## config.mk

```make
export PLATFORM = sky130hd
export DESIGN_NAME = word_narrow_unit
export DESIGN_NICKNAME = d
export VERILOG_FILES = /design/src/rtl/word_narrow_unit.sv
export SDC_FILE = /design/constraint.sdc
export NUM_CORES = 1
export LEC_CHECK = 0
export BUFFER_PORTS_ARGS = -buffer_cell sky130_fd_sc_hd__clkbuf_2
export CORE_MARGIN = 2
export CORE_UTILIZATION = 25
export CTS_CLUSTER_DIAMETER = 40
export CTS_CLUSTER_SIZE = 25
export DETAILED_ROUTE_END_ITERATION = 8
export SYNTH_ARGS = -nofsm -noshare
export SYNTH_HDL_FRONTEND = slang
export SYNTH_SLANG_ARGS = --single-unit
```

## constraint.sdc

```tcl
create_clock -name clk_i -period 1.9 [get_ports clk_i]
set_input_delay 0.095 -clock clk_i [delete_from_list [all_inputs] [get_ports clk_i]]
set_output_delay 0.095 -clock clk_i [all_outputs]
set_load 0.02 [all_outputs]
```

## src/rtl/word_narrow_unit.sv

```systemverilog
// word_narrow_unit: narrows an IN_W-bit word to an OUT_W-bit halfword with
// truncate / signed-saturate / unsigned-saturate modes. The narrowing is done
// at accept time. Results sit in an output register backed by one skid
// register, so ready_o depends only on flop state. A sticky flag and a
// saturating counter record overflowing beats.
module word_narrow_unit #(
  parameter int IN_W  = 32,
  parameter int OUT_W = 16,
  parameter int CNT_W = 8
) (
  input  logic             clk_i,
  input  logic             rst_i,
  input  logic             valid_i,
  output logic             ready_o,
  input  logic [IN_W-1:0]  data_i,
  input  logic [1:0]       mode_i,
  output logic             valid_o,
  input  logic             ready_i,
  output logic [OUT_W-1:0] data_o,
  output logic             ovf_o,
  input  logic             clr_i,
  output logic             sticky_ovf_o,
  output logic [CNT_W-1:0] ovf_cnt_o
);

  localparam logic [1:0]       MODE_SSAT = 2'b01;
  localparam logic [1:0]       MODE_USAT = 2'b10;
  localparam logic [OUT_W-1:0] SAT_SMAX  = {1'b0, {(OUT_W-1){1'b1}}};
  localparam logic [OUT_W-1:0] SAT_SMIN  = {1'b1, {(OUT_W-1){1'b0}}};

  logic [IN_W-OUT_W:0] hi_s;   // bits that must all match the result sign
  logic                sfit;
  logic                ufit;
  logic [OUT_W-1:0]    res_n;
  logic                ovf_n;

  logic                skid_full;
  logic [OUT_W-1:0]    skid_data;
  logic                skid_ovf;

  logic                accept;
  logic                xfer;

  assign hi_s    = data_i[IN_W-1:OUT_W-1];
  assign sfit    = (&hi_s) | ~(|hi_s);
  assign ufit    = ~(|data_i[IN_W-1:OUT_W]);
  assign ready_o = ~skid_full;
  assign accept  = valid_i & ready_o;
  assign xfer    = valid_o & ready_i;

  // Narrowing result and overflow flag for the beat on data_i/mode_i.
  always_comb begin
    res_n = data_i[OUT_W-1:0];
    ovf_n = ~sfit;
    case (mode_i)
      MODE_SSAT: if (!sfit) res_n = data_i[IN_W-1] ? SAT_SMIN : SAT_SMAX;
      MODE_USAT: begin
        ovf_n = ~ufit;
        if (!ufit) res_n = '1;
      end
      default: ;
    endcase
  end

  // Output register + skid register. The skid slot only fills while the
  // output register is stalled; it drains into the output on the next transfer.
  always_ff @(posedge clk_i or negedge rst_i) begin
    if (!rst_i) begin
      valid_o   <= 1'b0;
      data_o    <= '0;
      ovf_o     <= 1'b0;
      skid_full <= 1'b0;
      skid_data <= '0;
      skid_ovf  <= 1'b0;
    end else if (skid_full) begin
      // ready_o is low here, so no accept can happen this cycle.
      if (xfer) begin
        data_o    <= skid_data;
        ovf_o     <= skid_ovf;
        skid_full <= 1'b0;
      end
    end else if (accept) begin
      if (valid_o && !ready_i) begin
        skid_full <= 1'b1;
        skid_data <= res_n;
        skid_ovf  <= ovf_n;
      end else begin
        valid_o <= 1'b1;
        data_o  <= res_n;
        ovf_o   <= ovf_n;
      end
    end else if (xfer) begin
      valid_o <= 1'b0;
    end
  end

  // Sticky flag and saturating counter of accepted overflowing beats;
  // clear wins over a same-edge increment.
  always_ff @(posedge clk_i or negedge rst_i) begin
    if (!rst_i) begin
      sticky_ovf_o <= 1'b0;
      ovf_cnt_o    <= '0;
    end else if (clr_i) begin
      sticky_ovf_o <= 1'b0;
      ovf_cnt_o    <= '0;
    end else if (accept && ovf_n) begin
      sticky_ovf_o <= 1'b1;
      if (ovf_cnt_o != '1) ovf_cnt_o <= ovf_cnt_o + CNT_W'(1);
    end
  end

endmodule
```

# After elaboration in Yosys (flattened, before gate mapping)
# Cells that the tools add are included.
[op_classes]
add_sub_neg = 1
n_eq_ne = 6
n_mux = 25
bitwise_logic = 6
reduce_logical = 14
[op_table]
columns = ["cell", "n"]
rows = [
  ["$mux 16", 7],
  ["$pmux 16 s2", 1],
  ["$mux 8", 3],
  ["$reduce_and 17->1", 1],
  ["$reduce_or 17->1", 1],
  ["$reduce_or 16->1", 1],
  ["$mux 1", 14],
  ["$reduce_and 3->1", 3],
  ["$add 8x1->8 const B", 1],
  ["$ne 8x8->1 const B", 1],
  ["$reduce_bool 2->1", 4],
  ["$ne 2x2->1 const B", 2],
  ["$not 1->1", 3],
  ["$and 1x1->1", 2],
  ["$eq 2x1->1 const B", 1],
  ["$eq 2x2->1 const B", 1],
  ["$logic_and 1x1->1", 2],
  ["$ne 2x1->1 const B", 1],
  ["$reduce_and 2->1", 1],
  ["$logic_not 1->1", 1],
  ["$or 1x1->1", 1],
]
[totals]
register_bits = 45
inputBits = 39
out_inout_bits = 28

# Longest topological paths before layout
[depth]
word_depth = 8
ltp_mapped = 7

# Least setup slack after synthesis
# OpenSTA, ideal clock, no wires.
[synth_path]
kind = "register to register"
start = "register ovf_cnt_o[0]"
end = "register ovf_cnt_o[7]"
arrival_time_ns = 1.711
required_time_ns = 1.822
path_slack_ns = 0.112
path_stages_with_launch = 6
n_path_buf = 0
path_cell_list = "dfrtp_1 > ha_1 > inv_1 > o2111ai_1 > or4_2 > a21oi_1"
[synth_via]
elab_chain_len = 4
word_cells_on_any_way = 7
classes_between = "add/sub: 1; eq/ne: 1; mux: 3; reduce/logical: 2"
[synth_rtl]
columns = ["item", "line_no", "text"]
rows = [
  ["from (decl)", "23", "output logic [CNT_W-1:0] ovf_cnt_o"],
  ["from (signal assigned)", "108", "if (ovf_cnt_o != '1) ovf_cnt_o <= ovf_cnt_o + CNT_W'(1);"],
  ["$add 8x1->8", "108", ""],
  ["$mux 8", "108", ""],
  ["$mux 8", "106", "end else if (accept && ovf_n) begin"],
  ["$mux 8", "103", "end else if (clr_i) begin"],
]
# Several ways; a longest one is shown, not always the timed one. The select of a mux whose other input is x is not followed.
# A chain may end at the register's enable or synchronous reset.

# Worst setup path after layout
[layout_path]
start = "register ovf_cnt_o[1]"
end = "register ovf_cnt_o[5]"
# The elaborated chain is that of the path after synthesis.

==> qor.csv <==
metric,value,unit
syn-cell-area,2340,um2
synth_edf_count,0,
synthCells,258,
wl_per_cell,13.5,um
antenna_found_initial,0,
peakVddDrop,0.000500,V
dr.first_iter.drc_count,95,
final_core_util,0.331,
die_height,101,um
synth_xor_area_frac,0,
synth_compound_area_frac,0.204,
synth_common_cells,"dfrtp_1 (45), nand2_1 (36), o21ai_0 (24)",
slew_violations,0,
drt_wl_total,6.01,mm
root_buffer,clkbuf_8,
cts_tree,built,
start_kind,register,
regArea,1130,um2
cts-buffers-inserted,5,
r2r-start,ovf_cnt_o[1],
clk_pin_slew_worst_paths,90,ps
die_width,101,um
cts.sink_count,45,
rsz0062_at_grt,no,
cts_buffer_depth,2,
slew-limit-headroom,0.572,
synth_cell_types,42,
post-route-drc-count,0,
fin_nets,374,
grt_max_degree,46,
place_inst,435,
crit_arrival,1990,ps
synth_adder_area_share,0.0160,
drtAntennaViolNets,0,
synthMuxAreaShare,0.0235,
synth_top_family_by_area,simple AND/OR/NAND/NOR gates,
synth_simple_gate_area_frac,0.226,
drt_pass1_iterations,5,
synthTopCellsByArea,"dfrtp_1 (48%), nand2_1 (5.8%), o21ai_0 (5.1%), a211oi_1 (4.8%), nor2_1 (3.5%)",
portBuffers,66,
core_area,9150,um2
ys_ff_latch,45,
finalNonFillerCells,444,
ctsHtreeMaxLevel,2,
initial_core_util,0.256,
rows,35,
multiInputGateArea,1110,um2
worstMarginPinSlew,642,ps
ys_seq_area_frac,0.481,
total_leakage_power,1.32,nW
gp_congestion,0.759,
power_density,1360,nW/um2
power,4.11,mW
hold_path_end,skid_full,
avgSynthCellArea,9.07,um2
r2r_setup_slack,130,ps
nFillCells,972,
synth_flop_cell,dfrtp_1,
fmax,564,MHz
n_antenna_cell,0,
drive_gt1_frac,0.324,
worstHoldPathCells,2,
clkLatencyLatePin,290,ps
first_global_vias,2030,
finClkSkew,5.76,ps
fin_area,3030,um2
placed_cell_area,2900,um2
synth_nets,300,
overflow,0,
track_usage,0.123,
cp-end-kind,register,
via_per_inst,4.89,
fin_crit_sh,0.933,
grt_pass1_wl,9.91,mm
hold_path_class,primary input to register,
async_flop_share,1.00,
setup_tns,0,ps
die-area,10200,um2
yosysMostFrequentCell,dfrtp_1,
yosys.area.top_type,dfrtp_1,
cp_max_fo,6,
period_needed,1770,ps
cp.required,2120,ps
ioPinCount,67,
setup_viol,0,
maxCapViolCount,0,
hpwl,4.32,mm
post-place-ws,113,ps
min-delay-start,ready_i,
area_growth,29.2,%
rr_worst_depth,5,
yosysWarnings,0,
hold_viol_final,0,
outcome,"complete, no violations",
setup_slack,128,ps
timing.rr.end,ovf_cnt_o[5],
critPathKind,register to register,
num_vias,2169,
synth_top_area_share,0.481,
holdWs,15.2,ps
cell type report:
| type | count | share of cell area |
|---|---|---|
| well taps | 111 | 0.0459 |
| inverters | 10 | 0.0124 |
| flip-flops and latches | 45 | 0.372 |
| clock buffers | 6 | 0.0240 |
| repair buffers | 83 | 0.165 |
| multi-input cells | 187 | 0.368 |
| clock inverters | 2 | 0.0128 |
registers in the layout, summed over array words and instances (netlist names):
signal / count
skid_data: 16
skid_full: 1
ovf_cnt_o: 8
data_o: 16
valid_o: 1
sticky_ovf_o: 1
ovf_o: 1
skid_ovf: 1
how the worst max path moves through the flow:
stage / cells after the start / endpoint / startpoint / slack (ps)
after floorplan: 5 / ovf_cnt_o[7] / ovf_cnt_o[0] / 110
after global placement: 6 / skid_data[14] / data_i[17] / 160
final: 5 / ovf_cnt_o[5] / ovf_cnt_o[1] / 130
after detailed placement: 8 / ovf_cnt_o[0] / mode_i[0] / 110
after global routing: 5 / ovf_cnt_o[5] / ovf_cnt_o[1] / 5
after CTS: 5 / ovf_cnt_o[5] / ovf_cnt_o[1] / 110
cells in the final DEF (no fill, tap or decap), types with 2 or more instances in the layout:
cell type and n:
nand2b_1 3, o21a_1 3, clkbuf_2 66, inv_1 10
a21oi_1 7, mux2_4 3, nor3_2 2, a31oi_1 2
nand2_1 36, a211oi_1 15, clkbuf_8 5, buf_12 3
o211ai_1 2, ha_1 3, nand4_1 6, buf_4 13
nor3_1 15, nand3_1 2, nor4_1 4, dfrtp_1 45
o31ai_1 3, nor2_1 22, nor2b_1 5, o21ai_0 24
o21ai_1 10, or4_2 2
power breakdown:
part | switching [mW] | leakage (nW) | internal (mW) | total [mW]
Sequential | 0.214 | 0.537 | 1.37 | 1.58
Clock | 0.337 | 0.0554 | 0.395 | 0.733
Combinational | 1.09 | 0.731 | 0.703 | 1.79
routing by layer:
metal  wire [um]  global-route usage  vias to the layer above  part of all wire
li1            -                   -                     1071                 -
met1        2770               0.172                     1039              0.46
met2        2900               0.195                       57              0.48
met3         289              0.0243                        2             0.048
met4          46              0.0316                        0            0.0077
met5           0                   0                        -                 0
repair_timing:
item                                    in CTS  in global routing
buffers inserted                             0                  0
endpoints found under the setup margin       0                  2
hold endpoints to repair                    45                  0
resized for setup                            0                  1
hold buffers                                 1                  0
critical path: stages, from the launching register on:
cell	delay, ps
dfrtp_1	430
ha_1	220
inv_1	90
o2111ai_2	200
or4_2	590
a21oi_1	160
logic make-up (layout without fill, tap and decap cells):
logic type                 after synthesis  after routing
and+or+nand+nor                        106            106
adders and majority gates                3              3
AOI/OAI and AO/OA                       74             74
DFF                                     45             45
buffers and inverters                   26            101
muxes                                    4              4
Power figures use the tool's default switching activity.
